[src/rtl/alu_arbiter_if.sv]
// alu_arbiter_if: request/response bus between two requesters and the ALU arbiter
interface alu_arbiter_if #(
    parameter int DATA_W = 32
);
    logic [1:0]        req_valid;
    logic [1:0]        req_ready;
    logic [DATA_W-1:0] req0_a;
    logic [DATA_W-1:0] req0_b;
    logic [1:0]        req0_op;
    logic [DATA_W-1:0] req1_a;
    logic [DATA_W-1:0] req1_b;
    logic [1:0]        req1_op;
    logic [1:0]        resp_valid;
    logic [1:0]        resp_ready;
    logic [DATA_W-1:0] resp_result;
    logic              resp_carry;
    logic              resp_zero;
    logic              resp_negative;
    logic              resp_overflow;
    logic              resp_err;

    modport master (
        output req_valid, req0_a, req0_b, req0_op, req1_a, req1_b, req1_op, resp_ready,
        input  req_ready, resp_valid, resp_result, resp_carry, resp_zero, resp_negative,
               resp_overflow, resp_err
    );

    modport slave (
        input  req_valid, req0_a, req0_b, req0_op, req1_a, req1_b, req1_op, resp_ready,
        output req_ready, resp_valid, resp_result, resp_carry, resp_zero, resp_negative,
               resp_overflow, resp_err
    );
endinterface

[src/rtl/alu_arbiter.sv]
// alu_arbiter: round-robin sharing of one ALU between execute stage and PC unit
module alu_arbiter #(
    parameter int DATA_W = 32,
    parameter int CNT_W  = 16
) (
    input  logic              clk,
    input  logic              rst_n,
    alu_arbiter_if.slave      bus,
    output logic [DATA_W-1:0] alu_a,
    output logic [DATA_W-1:0] alu_b,
    output logic [1:0]        alu_op,
    input  logic [DATA_W-1:0] alu_result,
    input  logic              alu_carry,
    input  logic              alu_zero,
    input  logic              alu_negative,
    input  logic              alu_overflow,
    output logic              busy,
    output logic [CNT_W-1:0]  gnt_cnt0,
    output logic [CNT_W-1:0]  gnt_cnt1
);
    localparam logic [1:0] IDLE  = 2'd0;
    localparam logic [1:0] ISSUE = 2'd1;
    localparam logic [1:0] RESP  = 2'd2;

    logic [1:0]        state_q, state_d;
    logic              last_gnt_q, last_gnt_d;
    logic              gnt_id_q, gnt_id_d;
    logic [DATA_W-1:0] a_q, a_d, b_q, b_d;
    logic [1:0]        op_q, op_d;
    logic [DATA_W-1:0] result_q, result_d;
    logic [4:0]        flags_q, flags_d;
    logic [CNT_W-1:0]  cnt0_q, cnt0_d, cnt1_q, cnt1_d;
    logic              win, any_req, legal, arith;

    // next-state: winner pick and operand latch in IDLE, masked capture in ISSUE, handshake in RESP
    always_comb begin
        any_req    = |bus.req_valid;
        win        = &bus.req_valid ? ~last_gnt_q : bus.req_valid[1];
        legal      = op_q != 2'b11;
        arith      = op_q[0] ^ op_q[1];
        state_d    = state_q;
        last_gnt_d = last_gnt_q;
        gnt_id_d   = gnt_id_q;
        a_d        = a_q;
        b_d        = b_q;
        op_d       = op_q;
        result_d   = result_q;
        flags_d    = flags_q;
        cnt0_d     = cnt0_q;
        cnt1_d     = cnt1_q;
        if (state_q == IDLE && any_req) begin
            state_d  = ISSUE;
            gnt_id_d = win;
            a_d      = win ? bus.req1_a : bus.req0_a;
            b_d      = win ? bus.req1_b : bus.req0_b;
            op_d     = win ? bus.req1_op : bus.req0_op;
            cnt0_d   = (!win && cnt0_q != '1) ? cnt0_q + 1'b1 : cnt0_q;
            cnt1_d   = (win && cnt1_q != '1) ? cnt1_q + 1'b1 : cnt1_q;
        end
        if (state_q == ISSUE) begin
            state_d  = RESP;
            result_d = legal ? alu_result : '0;
            flags_d  = {arith & alu_carry, legal & alu_zero, legal & alu_negative,
                        arith & alu_overflow, ~legal};
        end
        if (state_q == RESP && bus.resp_ready[gnt_id_q]) begin
            state_d    = IDLE;
            last_gnt_d = gnt_id_q;
        end
    end

    // state registers; last_gnt resets to 1 so requester 0 wins the first tie
    always_ff @(posedge clk or negedge rst_n) begin
        if (!rst_n) begin
            state_q    <= IDLE;
            last_gnt_q <= 1'b1;
            gnt_id_q   <= 1'b0;
            a_q        <= '0;
            b_q        <= '0;
            op_q       <= '0;
            result_q   <= '0;
            flags_q    <= '0;
            cnt0_q     <= '0;
            cnt1_q     <= '0;
        end else begin
            state_q    <= state_d;
            last_gnt_q <= last_gnt_d;
            gnt_id_q   <= gnt_id_d;
            a_q        <= a_d;
            b_q        <= b_d;
            op_q       <= op_d;
            result_q   <= result_d;
            flags_q    <= flags_d;
            cnt0_q     <= cnt0_d;
            cnt1_q     <= cnt1_d;
        end
    end

    assign bus.req_ready  = (state_q == IDLE && any_req) ? (win ? 2'b10 : 2'b01) : 2'b00;
    assign bus.resp_valid = (state_q == RESP) ? (gnt_id_q ? 2'b10 : 2'b01) : 2'b00;
    assign bus.resp_result = result_q;
    assign {bus.resp_carry, bus.resp_zero, bus.resp_negative, bus.resp_overflow, bus.resp_err} = flags_q;
    assign alu_a    = a_q;
    assign alu_b    = b_q;
    assign alu_op   = op_q;
    assign busy     = state_q != IDLE;
    assign gnt_cnt0 = cnt0_q;
    assign gnt_cnt1 = cnt1_q;
endmodule
[src/flat_wrapper.sv]
// flat-port wrapper written by rule: the top's interface ports become plain ports
module alu_arbiter_flat 
#(
    parameter int DATA_W = 32,
    parameter int CNT_W  = 16
)
  (clk, rst_n, alu_a, alu_b, alu_op, alu_result, alu_carry, alu_zero, alu_negative, alu_overflow, busy, gnt_cnt0, gnt_cnt1, bus_req_valid, bus_req0_a, bus_req0_b, bus_req0_op, bus_req1_a, bus_req1_b, bus_req1_op, bus_resp_ready, bus_req_ready, bus_resp_valid, bus_resp_result, bus_resp_carry, bus_resp_zero, bus_resp_negative, bus_resp_overflow, bus_resp_err);
  alu_arbiter_if #(.DATA_W(DATA_W)) bus_i ();
  input  logic clk;
  input  logic rst_n;
  output logic [DATA_W-1:0] alu_a;
  output logic [DATA_W-1:0] alu_b;
  output logic [1:0] alu_op;
  input  logic [DATA_W-1:0] alu_result;
  input  logic alu_carry;
  input  logic alu_zero;
  input  logic alu_negative;
  input  logic alu_overflow;
  output logic busy;
  output logic [CNT_W-1:0] gnt_cnt0;
  output logic [CNT_W-1:0] gnt_cnt1;
  input wire logic [$bits(bus_i.req_valid)-1:0] bus_req_valid;
  input wire logic [$bits(bus_i.req0_a)-1:0] bus_req0_a;
  input wire logic [$bits(bus_i.req0_b)-1:0] bus_req0_b;
  input wire logic [$bits(bus_i.req0_op)-1:0] bus_req0_op;
  input wire logic [$bits(bus_i.req1_a)-1:0] bus_req1_a;
  input wire logic [$bits(bus_i.req1_b)-1:0] bus_req1_b;
  input wire logic [$bits(bus_i.req1_op)-1:0] bus_req1_op;
  input wire logic [$bits(bus_i.resp_ready)-1:0] bus_resp_ready;
  output wire logic [$bits(bus_i.req_ready)-1:0] bus_req_ready;
  output wire logic [$bits(bus_i.resp_valid)-1:0] bus_resp_valid;
  output wire logic [$bits(bus_i.resp_result)-1:0] bus_resp_result;
  output wire logic [$bits(bus_i.resp_carry)-1:0] bus_resp_carry;
  output wire logic [$bits(bus_i.resp_zero)-1:0] bus_resp_zero;
  output wire logic [$bits(bus_i.resp_negative)-1:0] bus_resp_negative;
  output wire logic [$bits(bus_i.resp_overflow)-1:0] bus_resp_overflow;
  output wire logic [$bits(bus_i.resp_err)-1:0] bus_resp_err;
  assign bus_i.req_valid = bus_req_valid;
  assign bus_i.req0_a = bus_req0_a;
  assign bus_i.req0_b = bus_req0_b;
  assign bus_i.req0_op = bus_req0_op;
  assign bus_i.req1_a = bus_req1_a;
  assign bus_i.req1_b = bus_req1_b;
  assign bus_i.req1_op = bus_req1_op;
  assign bus_i.resp_ready = bus_resp_ready;
  assign bus_req_ready = bus_i.req_ready;
  assign bus_resp_valid = bus_i.resp_valid;
  assign bus_resp_result = bus_i.resp_result;
  assign bus_resp_carry = bus_i.resp_carry;
  assign bus_resp_zero = bus_i.resp_zero;
  assign bus_resp_negative = bus_i.resp_negative;
  assign bus_resp_overflow = bus_i.resp_overflow;
  assign bus_resp_err = bus_i.resp_err;
  alu_arbiter #(.DATA_W(DATA_W), .CNT_W(CNT_W)) u_core (.clk(clk), .rst_n(rst_n), .bus(bus_i), .alu_a(alu_a), .alu_b(alu_b), .alu_op(alu_op), .alu_result(alu_result), .alu_carry(alu_carry), .alu_zero(alu_zero), .alu_negative(alu_negative), .alu_overflow(alu_overflow), .busy(busy), .gnt_cnt0(gnt_cnt0), .gnt_cnt1(gnt_cnt1));
endmodule
[config.mk]
export PLATFORM = sky130hd
export DESIGN_NAME = alu_arbiter_flat
export DESIGN_NICKNAME = d
export VERILOG_FILES = /design/src/rtl/alu_arbiter_if.sv /design/src/rtl/alu_arbiter.sv /design/src/flat_wrapper.sv
export SDC_FILE = /design/constraint.sdc
export NUM_CORES = 1
export LEC_CHECK = 0
export BUFFER_PORTS_ARGS = -buffer_cell sky130_fd_sc_hd__buf_2
export CORE_MARGIN = 3
export CORE_UTILIZATION = 45
export CTS_CLUSTER_DIAMETER = 60
export CTS_CLUSTER_SIZE = 28
export DETAILED_ROUTE_END_ITERATION = 7
export PLACE_DENSITY = 0.79
export SETUP_SLACK_MARGIN = 0.3
export SKIP_CTS_REPAIR_TIMING = 1
export SYNTH_ARGS = -nofsm -noshare
export SYNTH_HDL_FRONTEND = slang
export SYNTH_SLANG_ARGS = --single-unit
export TNS_END_PERCENT = 20
[constraint.sdc]
create_clock -name clk -period 2 [get_ports clk]
set_input_delay 0.2 -clock clk [delete_from_list [all_inputs] [get_ports clk]]
set_output_delay 0.2 -clock clk [all_outputs]
set_load 0.02 [all_outputs]
==> impl_table.tex, run 1 <==
\begin{tabular}{lr}
\hline
Metric & Value \\
\hline
\multicolumn{2}{l}{\textbf{Run status}} \\
\quad Status & finished, violations left \\
\quad Violations in the final reports & design-rule violations \\
\multicolumn{2}{l}{\textbf{Routing}} \\
\quad Via count & 5676 \\
\quad Starting DRT DRC Count & 777 \\
\quad Final antenna-violating net count & 0 \\
\quad Via density per instance & 5.33 \\
\quad Number of design rule violations left after detail routing & 13 \\
\quad Total Wirelength & 18700 µm \\
\quad Routed WL per cell & 17.6 µm \\
\quad Router iterations before antenna repair & 8 \\
\multicolumn{2}{l}{\textbf{Yosys}} \\
\quad Post-synthesis async set-or-reset flop share & 100\% \\
\quad Post-Synthesis Mean Instance Area & 11.1 µm² \\
\quad Synth Area in Adders & 0.629\% \\
\quad Synthesized instance count & 538 \\
\quad Total of warnings raised by yosys & 0 \\
\quad Syn Nets & 715 \\
\quad Post-synthesis register bit count & 139 \\
\quad Post-synthesis cell area & 0.00597 mm² \\
\quad Multiplexer fraction of the synthesized cell area & 0.797\% \\
\quad Area fraction in compound gates after synthesis & 14.5\% \\
\quad Combinational family with the most area after synthesis & simple AND/OR/NAND/NOR gates \\
\quad Library cells used by synthesis & 37 \\
\quad Simple-gate portion of the synthesized area & 14.6\% \\
\quad Top\_reg\_cell synth & sky130\_fd\_sc\_hd\_\_dfrtp\_1 \\
\quad Number of enable flip-flop cells after synthesis & 0 \\
\quad Area share of xor/xnor cells in the synthesized design & 4.40\% \\
\quad Post-synthesis sequential area ratio & 58.3\% \\
\multicolumn{2}{l}{\textbf{CTS}} \\
\quad Buffers from clock root to sink, at most & 2 \\
\quad Clock buffers created by TritonCTS & 17 \\
\quad Clock net sink count & 139 \\
\quad Clk\_lat worst skew & 410 ps \\
\quad Clock root cell & sky130\_fd\_sc\_hd\_\_clkbuf\_16 \\
\quad TritonCTS clock tree & yes \\
\quad Clock-pin slew on the worst setup and hold paths & 60 ps \\
\quad Depth of the CTS H-tree & 4 \\
\multicolumn{2}{l}{\textbf{Power}} \\
\quad Clock network fraction of total power & 22.8\% \\
\quad Gate power share & 42.5\% \\
\quad Leakage & 4.94 nW \\
\quad Switching power summed over all nets & 5.40 mW \\
\quad Switching Share & 39.5\% \\
\quad Total power density per cell area & 1550 mW/mm² \\
\quad Sequential share of power & 34.6\% \\
\quad Power Internal & 8.26 mW \\
\quad Maximum ir drop on the vdd rail & 0.866 mV \\
\multicolumn{2}{l}{\textbf{Timing}} \\
\quad Time the final worst path needs with I/O delays and setup & 1720 ps \\
\quad Worst-case hold slack & 2.27 ps \\
\quad Tightest Pin Transition & 867 ps \\
\quad Hold Vio Cnt, Final & 0 \\
\quad Max Clock Skew & 7.18 ps \\
\quad Upper clock frequency limit & 581 MHz \\
\quad Period utilization & 86.1\% \\
\quad Remaining max-slew budget at the tightest pin & 42.2\% \\
\quad RSZ-0062 raised after global routing & true \\
\quad Total negative setup slack & 0 ps \\
\quad Final Setup Violations & 0 \\
\quad Final WS setup & 277 ps \\
\quad Max-slew violation count & 0 \\
\multicolumn{2}{l}{\textbf{Worst setup path}} \\
\quad Data arrival, critical path & 1520 ps \\
\quad Required time of the worst setup path & 1800 ps \\
\quad FF-to-FF path depth & 6 \\
\quad Endpoint class of the critical path & output pin \\
\quad Worst-path fanout max & 8 \\
\quad Crit-path max cell delay & 550 ps \\
\quad Critical path, cell by cell & nand2b\_1 -> nand3\_2 -> inv\_4 -> buf\_12 -> buf\_4 \\
\quad Type of the worst setup path & reg -> out \\
\quad Cell type of the slowest stage on the worst timing path & sky130\_fd\_sc\_hd\_\_dfstp\_2 \\
\quad Startpoint type of the worst setup path & register \\
\multicolumn{2}{l}{\textbf{Flow run}} \\
\quad Max-cap violation count & 0 \\
\multicolumn{2}{l}{\textbf{Layout}} \\
\quad Highest-count cells in the layout ignoring fill and taps & sky130\_fd\_sc\_hd\_\_buf\_2, sky130\_fd\_sc\_hd\_\_dfrtp\_1, sky130\_fd\_sc\_hd\_\_inv\_1, sky130\_fd\_sc\_hd\_\_a222oi\_1, sky130\_fd\_sc\_hd\_\_nand2\_1 \\
\quad Post-route standard cell area excluding fillers & 0.00880 mm² \\
\quad Area added between synthesis and finish & 47.5\% \\
\quad Most common cell after layout, fill and taps aside & sky130\_fd\_sc\_hd\_\_buf\_2 \\
\quad Antenna Cells & 0 \\
\quad Number of standard cells in the layout, taps in and fillers out & 1065 \\
\quad Net total in the final layout & 1057 \\
\quad Share of layout cells above drive strength 1 & 45.5\% \\
\quad Filler Cell Count & 946 \\
\multicolumn{2}{l}{\textbf{Global route}} \\
\quad Antenna violations before repair & 1 \\
\quad All-layer global routing usage & 23.5\% \\
\quad Maximum number of pins on one net before global-route repair & 68 \\
\quad Number of global-route vias before repair & 5306 \\
\quad Wire length of the first global-routing pass & 27000 µm \\
\quad Overflow left after global routing & 0 \\
\multicolumn{2}{l}{\textbf{Hold path}} \\
\quad Number of stages on the worst hold path & 3 \\
\quad Min-delay worst type & in -> reg \\
\multicolumn{2}{l}{\textbf{Floorplan}} \\
\quad Placeable core area & 0.0128 mm² \\
\quad DIE AREA & 0.0147 mm² \\
\quad Initial cell density of the core & 46.7\% \\
\quad Overall die width & 121 µm \\
\quad Row count & 41 \\
\quad I/O pin count & 314 \\
\quad Vertical extent of the die & 121 µm \\
\multicolumn{2}{l}{\textbf{Placed design}} \\
\quad Routability cong. & 0.893 \\
\quad Worst slack at placement & 255 ps \\
\quad Placed cell area & 0.00784 mm² \\
\quad Count of port buffers added during placement & 313 \\
\quad Placed instance count & 1006 \\
\quad Total half-perimeter wirelength after legalization and detailed placement & 13100 µm \\
\hline
\end{tabular}
-- cell type report --
class | instances | area [µm²] | area share (%)
Multi-Input combinational cell | 295 | 2170 | 24.7
Clock inverter | 6 | 83.8 | 0.952
Tap cell | 172 | 215 | 2.44
Sequential cell | 139 | 3490 | 39.6
Inverter | 69 | 267 | 3.03
Clock buffer | 26 | 509 | 5.79
Timing Repair Buffer | 358 | 2070 | 23.5
-- metal layers --
metal | part of all wire (%) | wire [µm] | GRT usage, %
met5 | 0.070 | 13 | 0
met4 | 2.1 | 391 | 8.40
met3 | 9.0 | 1680 | 6.67
met2 | 49 | 9220 | 37.4
met1 | 40 | 7390 | 31.0
-- power groups by stage --
stage	clock (mW)	sequential [mW]	combinational, mW
2_1_floorplan	0	5.93	2.18
3_3_place_gp	0	4.69	5.41
3_5_place_dp	0	4.70	5.56
4_1_cts	3.17	4.69	5.55
5_1_grt	3.30	4.84	6.33
6_report	3.12	4.73	5.81
-- kinds of logic after synthesis --
kind of cell | count (synthesis)
and+or+nand+nor | 153
DFF | 139
AOI/OAI and AO/OA | 105
buffers and inverters | 104
xor gates and xnor gates | 30
muxes | 4
adders and majority gates | 3
-- critical path, delay by kind of cell (launching register included) --
family | cells | cell delay, ps
simple gates | 2 | 230
buf+inv | 3 | 320
flops | 1 | 550
-- registers in the layout (all words and copies together), names as in the netlist --
register / count
u_core.gnt_cnt0: 16
u_core.gnt_id_q: 1
u_core.state_q: 2
u_core.alu_b: 32
u_core.gnt_cnt1: 16
u_core.bus.resp_result: 32
u_core.flags_q: 5
u_core.alu_op: 2
u_core.alu_a: 32
u_core.last_gnt_q: 1
-- stage by stage --
step	power, mW	utilization [%]
final	13.7	68.9
after global routing	14.5	68.9
after CTS	13.4	66.0
after detailed placement	10.3	61.3
after global placement	10.1	61.3
after floorplan	8.11	-
-- cell usage after synthesis (2+ instances only) --
library cell,count,area share (%)
sky130_fd_sc_hd__clkbuf_1,17,1.1
sky130_fd_sc_hd__xor2_1,30,4.4
sky130_fd_sc_hd__nand4_1,9,0.94
sky130_fd_sc_hd__o21ai_0,36,3.0
sky130_fd_sc_hd__mux2_2,2,0.38
sky130_fd_sc_hd__ha_1,3,0.63
sky130_fd_sc_hd__and3_1,2,0.21
sky130_fd_sc_hd__inv_1,68,4.3
sky130_fd_sc_hd__nor4b_1,3,0.44
sky130_fd_sc_hd__nor3b_1,4,0.50
sky130_fd_sc_hd__nand3_2,2,0.34
sky130_fd_sc_hd__dfrtp_1,138,58
sky130_fd_sc_hd__and4_1,4,0.59
sky130_fd_sc_hd__nand3_1,7,0.59
sky130_fd_sc_hd__a222oi_1,66,11
sky130_fd_sc_hd__buf_1,5,0.31
sky130_fd_sc_hd__nand2b_1,36,3.8
sky130_fd_sc_hd__nor4_1,15,1.6
sky130_fd_sc_hd__nor2_1,2,0.13
sky130_fd_sc_hd__nor3_1,9,0.75
sky130_fd_sc_hd__buf_2,13,1.1
sky130_fd_sc_hd__nand2_1,52,3.3
-- path summary, 6_finish.rpt --
| kind | start | to | slack, ps |
|---|---|---|---|
| worst min register to register | u_core.bus.resp_result[11] | u_core.bus.resp_result[11] | 470 |
| worst max register to register | u_core.gnt_cnt1[1] | u_core.gnt_cnt1[1] | 320 |
| min in group asynchronous | rst_n | u_core.alu_b[20] | 310 |
| max in group asynchronous | rst_n | u_core.last_gnt_q | 1040 |
| worst max-delay path | u_core.last_gnt_q | bus_req_ready[0] | 280 |
| worst min-delay path | bus_req1_b[10] | u_core.alu_b[10] | 2 |
No activity file was read; power rests on OpenSTA's default activity.
==> inputs of run 2 (changes only) <==
- MAX_ROUTING_LAYER: default -> met4
==> run 2 against run 1 <==
The run still ends with design-rule violations left. Combinational power hardly changed. Clock skew hardly changed. Clock power hardly changed. Highest routed layer is now met4.
==> impl_table.tex, run 2 (same netlist as run 1, synthesis figures left out) <==
\begin{tabular}{lr}
\hline
Metric & Value \\
\hline
\multicolumn{2}{l}{\textbf{Routing}} \\
\quad Via count & 5673 (was 5676) \\
\quad Total Wirelength & 18700 µm (about the same) \\
\quad Starting DRT DRC Count & 861 (was 777) \\
\quad Routed WL per cell & 17.6 µm (about the same) \\
\quad Via density per instance & 5.33 (about the same) \\
\quad Final antenna-violating net count & 0 (unchanged) \\
\quad Router iterations before antenna repair & 8 (unchanged) \\
\quad Number of design rule violations left after detail routing & 6 (was 13) \\
\multicolumn{2}{l}{\textbf{CTS}} \\
\quad Clock root cell & sky130\_fd\_sc\_hd\_\_clkbuf\_16 (unchanged) \\
\quad Clock net sink count & 139 (unchanged) \\
\quad Depth of the CTS H-tree & 4 (unchanged) \\
\quad Buffers from clock root to sink, at most & 2 (unchanged) \\
\quad Clock-pin slew on the worst setup and hold paths & 60 ps (about the same) \\
\quad Clk\_lat worst skew & 410 ps (about the same) \\
\quad TritonCTS clock tree & yes (unchanged) \\
\quad Clock buffers created by TritonCTS & 17 (unchanged) \\
\multicolumn{2}{l}{\textbf{Timing}} \\
\quad Worst-case hold slack & 1.13 ps (was 2.27 ps) \\
\quad Max-slew violation count & 0 (unchanged) \\
\quad Time the final worst path needs with I/O delays and setup & 1720 ps (about the same) \\
\quad Final WS setup & 276 ps (was 277 ps) \\
\quad Max Clock Skew & 7.38 ps (was 7.18 ps) \\
\quad Remaining max-slew budget at the tightest pin & 42.7\% (was 42.2\%) \\
\quad Total negative setup slack & 0 ps (unchanged) \\
\quad Final Setup Violations & 0 (unchanged) \\
\quad Tightest Pin Transition & 860 ps (was 867 ps) \\
\quad RSZ-0062 raised after global routing & true (unchanged) \\
\quad Upper clock frequency limit & 580 MHz (was 581 MHz) \\
\quad Period utilization & 86.2\% (was 86.1\%) \\
\quad Hold Vio Cnt, Final & 0 (unchanged) \\
\multicolumn{2}{l}{\textbf{Power}} \\
\quad Leakage & 4.93 nW (was 4.94 nW) \\
\quad Post-layout power & 13.7 mW (about the same) \\
\quad Maximum ir drop on the vdd rail & 0.866 mV (about the same) \\
\quad Total power density per cell area & 1550 mW/mm² (about the same) \\
\multicolumn{2}{l}{\textbf{Global route}} \\
\quad Number of global-route vias before repair & 5317 (was 5306) \\
\quad Maximum number of pins on one net before global-route repair & 68 (unchanged) \\
\quad All-layer global routing usage & 24.2\% (was 23.5\%) \\
\quad Overflow left after global routing & 0 (unchanged) \\
\quad Wire length of the first global-routing pass & 27000 µm (about the same) \\
\quad Antenna violations before repair & 1 (unchanged) \\
\multicolumn{2}{l}{\textbf{Worst setup path}} \\
\quad Reg-to-reg critical path endpoint & u\_core.gnt\_cnt1[1] (unchanged) \\
\quad Critical Path Sink & bus\_req\_ready[0] (unchanged) \\
\quad Endpoint class of the critical path & output pin (unchanged) \\
\quad CP startpoint & u\_core.last\_gnt\_q (unchanged) \\
\quad Data arrival, critical path & 1520 ps (about the same) \\
\quad Startpoint type of the worst setup path & register (unchanged) \\
\quad Worst-path fanout max & 8 (unchanged) \\
\quad Type of the worst setup path & reg -> out (unchanged) \\
\quad FF-to-FF path depth & 6 (unchanged) \\
\quad Required time of the worst setup path & 1800 ps (about the same) \\
\quad Register-to-register setup slack & 310 ps (was 320 ps) \\
\quad Reg-to-reg startpoint & u\_core.gnt\_cnt1[1] (unchanged) \\
\multicolumn{2}{l}{\textbf{Placed design}} \\
\quad Total half-perimeter wirelength after legalization and detailed placement & 13100 µm (unchanged) \\
\quad Placed instance count & 1006 (unchanged) \\
\quad Count of port buffers added during placement & 313 (unchanged) \\
\quad Worst slack at placement & 255 ps (unchanged) \\
\quad Placed cell area & 0.00784 mm² (unchanged) \\
\quad Routability cong. & 0.908 (was 0.893) \\
\multicolumn{2}{l}{\textbf{Layout}} \\
\quad Post-route standard cell area excluding fillers & 0.00878 mm² (was 0.00880 mm²) \\
\quad Storage cell area & 0.00349 mm² (unchanged) \\
\quad Highest-count cells in the layout ignoring fill and taps & sky130\_fd\_sc\_hd\_\_buf\_2, sky130\_fd\_sc\_hd\_\_dfrtp\_1, sky130\_fd\_sc\_hd\_\_inv\_1, sky130\_fd\_sc\_hd\_\_a222oi\_1, sky130\_fd\_sc\_hd\_\_nand2\_1 (unchanged) \\
\quad Number of standard cells in the layout, taps in and fillers out & 1064 (was 1065) \\
\quad Share of layout cells above drive strength 1 & 45.6\% (was 45.5\%) \\
\quad Area added between synthesis and finish & 47.3\% (was 47.5\%) \\
\quad Most common cell after layout, fill and taps aside & sky130\_fd\_sc\_hd\_\_buf\_2 (unchanged) \\
\quad Post-layout utilization of the core & 68.8\% (was 68.9\%) \\
\quad Total area of multi-input combinational cells & 0.00217 mm² (unchanged) \\
\quad Filler Cell Count & 948 (was 946) \\
\quad Net total in the final layout & 1055 (was 1057) \\
\multicolumn{2}{l}{\textbf{Floorplan}} \\
\quad Initial cell density of the core & 46.7\% (unchanged) \\
\quad Overall die width & 121 µm (unchanged) \\
\quad Vertical extent of the die & 121 µm (unchanged) \\
\quad Row count & 41 (unchanged) \\
\quad DIE AREA & 0.0147 mm² (unchanged) \\
\quad I/O pin count & 314 (unchanged) \\
\quad Placeable core area & 0.0128 mm² (unchanged) \\
\multicolumn{2}{l}{\textbf{Run status}} \\
\quad Violations in the final reports & design-rule violations (unchanged) \\
\quad Status & finished, violations left (unchanged) \\
\multicolumn{2}{l}{\textbf{Hold path}} \\
\quad Min-delay worst type & in -> reg (unchanged) \\
\multicolumn{2}{l}{\textbf{Flow run}} \\
\quad Max-cap violation count & 0 (unchanged) \\
\hline
\end{tabular}
run 2: worst min-delay path by stage:
stage	from	to	slack, ps	cells past startpoint
floorplan	rst_n	u_core.alu_a[0]	-100	0
global placement	rst_n	u_core.alu_b[11]	180	1
detailed placement	rst_n	u_core.alu_a[31]	190	1
CTS	rst_n	u_core.alu_b[20]	-260	1
global route	bus_req1_b[9]	u_core.alu_b[9]	-3	3
finish	bus_req1_b[10]	u_core.alu_b[10]	1	3
run 2: power by group:
group | internal [mW] | switching (mW) | leakage (nW)
Combinational | 2.30 | 3.51 | 2.88
Clock | 2.00 | 1.12 | 0.294
Sequential | 3.96 | 0.767 | 1.76
Total | 8.26 | 5.40 | 4.93
run 2: layout make-up:
class | instances | area share, %
repair buffers | 356 | 23.3
diodes | 1 | 0.0285
clock inverters | 6 | 0.954
flip-flops and latches | 139 | 39.7
multi-input cells | 295 | 24.8
clock buffers | 26 | 5.80
well taps | 172 | 2.45
inverters | 69 | 3.03
run 2: critical path, stage by stage, from the launching register on:
cell,delay [ps]
sky130_fd_sc_hd__dfstp_2,550
sky130_fd_sc_hd__nand2b_1,120
sky130_fd_sc_hd__nand3_2,110
sky130_fd_sc_hd__inv_4,80
sky130_fd_sc_hd__buf_12,110
sky130_fd_sc_hd__buf_4,130
run 2: layer usage:
metal / share of wire, % / vias to the layer above / track usage [%]
met4: 1.8 / 0 / 8.89
met3: 8.5 / 25 / 5.50
met2: 49 / 286 / 37.5
met5: 0 / - / -
li1: - / 2632 / -
met1: 41 / 2730 / 31.5
==> inputs of run 3 (changes only) <==
- BUFFER_PORTS_ARGS: -buffer_cell sky130_fd_sc_hd__buf_2 -> -buffer_cell sky130_fd_sc_hd__clkbuf_2
==> run 3 against run 2 <==
The flow finishes with violations (design-rule violations, negative hold slack). Die area stayed put. Non-clock buffer count grew 9. Final cell count up 0.75%. Critical path depth rose by 2. Clock skew up 3.4 ps. Routed wire length grew 4.5%. Clock power rose by 4%. Critical path type is now reg -> reg. Largest cell class unchanged. Highest routed layer unchanged.
==> impl_table.tex, run 3 (same netlist as run 1, synthesis figures left out) <==
\begin{tabular}{lr}
\hline
Metric & Value \\
\hline
\multicolumn{2}{l}{\textbf{Timing}} \\
\quad Total negative setup slack & 0 ps (unchanged) \\
\quad Upper clock frequency limit & 572 MHz (was 580 MHz) \\
\quad Period utilization & 87.4\% (was 86.2\%) \\
\quad Final WS setup & 251 ps (was 276 ps) \\
\quad Worst-case hold slack & -3.09 ps (was 1.13 ps) \\
\quad Hold Vio Cnt, Final & 5 (was 0) \\
\quad Time the final worst path needs with I/O delays and setup & 1750 ps (was 1720 ps) \\
\quad Tightest Pin Transition & 585 ps (was 860 ps) \\
\quad RSZ-0062 raised after global routing & true (unchanged) \\
\quad Remaining max-slew budget at the tightest pin & 61.0\% (was 42.7\%) \\
\quad Max Clock Skew & 10.8 ps (was 7.38 ps) \\
\quad Max-slew violation count & 0 (unchanged) \\
\quad Final Setup Violations & 0 (unchanged) \\
\multicolumn{2}{l}{\textbf{CTS}} \\
\quad Buffers from clock root to sink, at most & 2 (unchanged) \\
\quad Clock buffers created by TritonCTS & 17 (unchanged) \\
\quad Clock-pin slew on the worst setup and hold paths & 60 ps (about the same) \\
\quad Clock root cell & sky130\_fd\_sc\_hd\_\_clkbuf\_16 (unchanged) \\
\quad Clock net sink count & 139 (unchanged) \\
\quad Depth of the CTS H-tree & 4 (unchanged) \\
\quad TritonCTS clock tree & yes (unchanged) \\
\quad Clk\_lat worst skew & 420 ps (was 410 ps) \\
\multicolumn{2}{l}{\textbf{Worst setup path}} \\
\quad Worst path buffer plus inverter count & 4 (was 3) \\
\quad Data arrival, critical path & 2030 ps (was 1520 ps) \\
\quad Worst-path fanout max & 10 (was 8) \\
\quad Required time of the worst setup path & 2280 ps (was 1800 ps) \\
\quad Cell type of the slowest stage on the worst timing path & sky130\_fd\_sc\_hd\_\_dfrtp\_2 (was sky130\_fd\_sc\_hd\_\_dfstp\_2) \\
\quad Critical path, cell by cell & nor2\_4 -> buf\_6 -> o21ai\_4 -> buf\_12 -> clkbuf\_16 -> a222oi\_1 -> inv\_1 (was nand2b\_1 -> nand3\_2 -> inv\_4 -> buf\_12 -> buf\_4) \\
\quad Type of the worst setup path & reg -> reg (was reg -> out) \\
\quad Crit-path max cell delay & 440 ps (was 550 ps) \\
\quad Endpoint class of the critical path & register (was output pin) \\
\quad Cell type group with the largest total delay on the critical path & buffers and inverters (was flip-flops) \\
\quad Startpoint type of the worst setup path & register (unchanged) \\
\multicolumn{2}{l}{\textbf{Layout}} \\
\quad Most common cell after layout, fill and taps aside & sky130\_fd\_sc\_hd\_\_clkbuf\_2 (was sky130\_fd\_sc\_hd\_\_buf\_2) \\
\quad Net total in the final layout & 1064 (was 1055) \\
\quad Area added between synthesis and finish & 49.8\% (was 47.3\%) \\
\quad Filler Cell Count & 920 (was 948) \\
\quad Number of standard cells in the layout, taps in and fillers out & 1072 (was 1064) \\
\quad Antenna Cells & 0 (was 1) \\
\quad Highest-count cells in the layout ignoring fill and taps & sky130\_fd\_sc\_hd\_\_clkbuf\_2, sky130\_fd\_sc\_hd\_\_dfrtp\_1, sky130\_fd\_sc\_hd\_\_inv\_1, sky130\_fd\_sc\_hd\_\_a222oi\_1, sky130\_fd\_sc\_hd\_\_nand2\_1 (was sky130\_fd\_sc\_hd\_\_buf\_2, sky130\_fd\_sc\_hd\_\_dfrtp\_1, sky130\_fd\_sc\_hd\_\_inv\_1, sky130\_fd\_sc\_hd\_\_a222oi\_1, sky130\_fd\_sc\_hd\_\_nand2\_1) \\
\quad Storage cell area & 0.00349 mm² (unchanged) \\
\quad Share of layout cells above drive strength 1 & 44.9\% (was 45.6\%) \\
\quad Total area of multi-input combinational cells & 0.00215 mm² (was 0.00217 mm²) \\
\multicolumn{2}{l}{\textbf{Power}} \\
\quad Power Internal & 8.50 mW (was 8.26 mW) \\
\quad Maximum ir drop on the vdd rail & 0.837 mV (was 0.866 mV) \\
\quad Gate power share & 42.9\% (was 42.5\%) \\
\quad Leakage & 5.00 nW (was 4.93 nW) \\
\quad Total power density per cell area & 1570 mW/mm² (was 1550 mW/mm²) \\
\quad Sequential share of power & 33.9\% (was 34.6\%) \\
\quad Clock network fraction of total power & 23.2\% (was 22.9\%) \\
\quad Switching power summed over all nets & 5.55 mW (was 5.40 mW) \\
\quad Post-layout power & 14.0 mW (was 13.7 mW) \\
\quad Switching Share & 39.5\% (about the same) \\
\multicolumn{2}{l}{\textbf{Floorplan}} \\
\quad Vertical extent of the die & 121 µm (unchanged) \\
\quad Overall die width & 121 µm (unchanged) \\
\quad Placeable core area & 0.0128 mm² (unchanged) \\
\quad I/O pin count & 314 (unchanged) \\
\quad Initial cell density of the core & 46.7\% (unchanged) \\
\quad DIE AREA & 0.0147 mm² (unchanged) \\
\quad Row count & 41 (unchanged) \\
\multicolumn{2}{l}{\textbf{Routing}} \\
\quad Total Wirelength & 19500 µm (was 18700 µm) \\
\quad Starting DRT DRC Count & 876 (was 861) \\
\quad Number of design rule violations left after detail routing & 30 (was 6) \\
\quad Routed WL per cell & 18.2 µm (was 17.6 µm) \\
\quad Final antenna-violating net count & 0 (unchanged) \\
\quad Via count & 5842 (was 5673) \\
\quad Via density per instance & 5.45 (was 5.33) \\
\quad Router iterations before antenna repair & 8 (unchanged) \\
\multicolumn{2}{l}{\textbf{Hold path}} \\
\quad Min-delay worst type & in -> reg (unchanged) \\
\multicolumn{2}{l}{\textbf{Placed design}} \\
\quad Worst slack at placement & 148 ps (was 255 ps) \\
\quad Placed instance count & 1005 (was 1006) \\
\quad Routability cong. & 0.862 (was 0.908) \\
\quad Count of port buffers added during placement & 313 (unchanged) \\
\quad Total half-perimeter wirelength after legalization and detailed placement & 13000 µm (was 13100 µm) \\
\multicolumn{2}{l}{\textbf{Global route}} \\
\quad Number of global-route vias before repair & 5504 (was 5317) \\
\quad Wire length of the first global-routing pass & 27500 µm (was 27000 µm) \\
\quad Overflow left after global routing & 0 (unchanged) \\
\quad Maximum number of pins on one net before global-route repair & 68 (unchanged) \\
\quad Antenna violations before repair & 0 (was 1) \\
\quad All-layer global routing usage & 24.3\% (was 24.2\%) \\
\multicolumn{2}{l}{\textbf{Flow run}} \\
\quad Max-cap violation count & 0 (unchanged) \\
\multicolumn{2}{l}{\textbf{Run status}} \\
\quad Status & finished, violations left (unchanged) \\
\quad Violations in the final reports & design-rule violations, negative hold slack (was design-rule violations) \\
\hline
\end{tabular}
==> run 3: worst register-to-register path, delay by kind of cell (launching register included) <==
family / cells / cell delay, ps
flip-flops: 1 / 440
buffers and inverters: 4 / 560
AO/OA/AOI/OAI: 2 / 390
AND/OR/NAND/NOR: 1 / 220
==> run 3: per-stage QoR <==
step                      area, µm²  util, %  hold slack [ps]
after floorplan                5970        -            -95.6
after global placement         7820     61.2              226
after detailed placement       7820     61.2              227
after CTS                      8430     66.0             -220
after global routing           8940     70.0             1.70
final                          8940     70.0            -3.09
==> run 3: routing by layer <==
layer	routed length (µm)	global-route usage, %
met1	7710	31.5
met4	326	7.70
met5	0	-
met3	1920	6.20
met2	9570	38.0
==> run 3: power groups by stage <==
stage | Clock, mW | Sequential, mW | Combinational [mW]
after detailed placement | 0 | 4.74 | 5.48
after CTS | 3.31 | 4.74 | 5.46
final | 3.26 | 4.76 | 6.03
after global routing | 3.44 | 4.88 | 6.52
after floorplan | 0 | 5.93 | 2.18
after global placement | 0 | 4.74 | 5.32
==> run 3: worst paths after layout <==
check	start	endpoint	cells after the start	slack [ps]
max reg2reg	u_core.state_q[0]	u_core.alu_b[14]	7	250
min reg2reg	u_core.bus.resp_result[12]	u_core.bus.resp_result[12]	2	480
min in group asynchronous	rst_n	u_core.alu_b[11]	2	350
min	bus_req1_a[11]	u_core.alu_a[11]	3	-3
max	u_core.state_q[0]	u_core.alu_b[14]	7	250
max in group asynchronous	rst_n	u_core.last_gnt_q	3	1030
==> run 3: layout make-up <==
| cell class | count | area share (%) |
|---|---|---|
| clock buffer | 26 | 5.70 |
| timing repair buffer | 365 | 24.7 |
| sequential | 139 | 39.0 |
| clock inverter | 6 | 1.20 |
| inverter | 69 | 2.98 |
| tap | 172 | 2.41 |
| multi-input combinational | 295 | 24.1 |
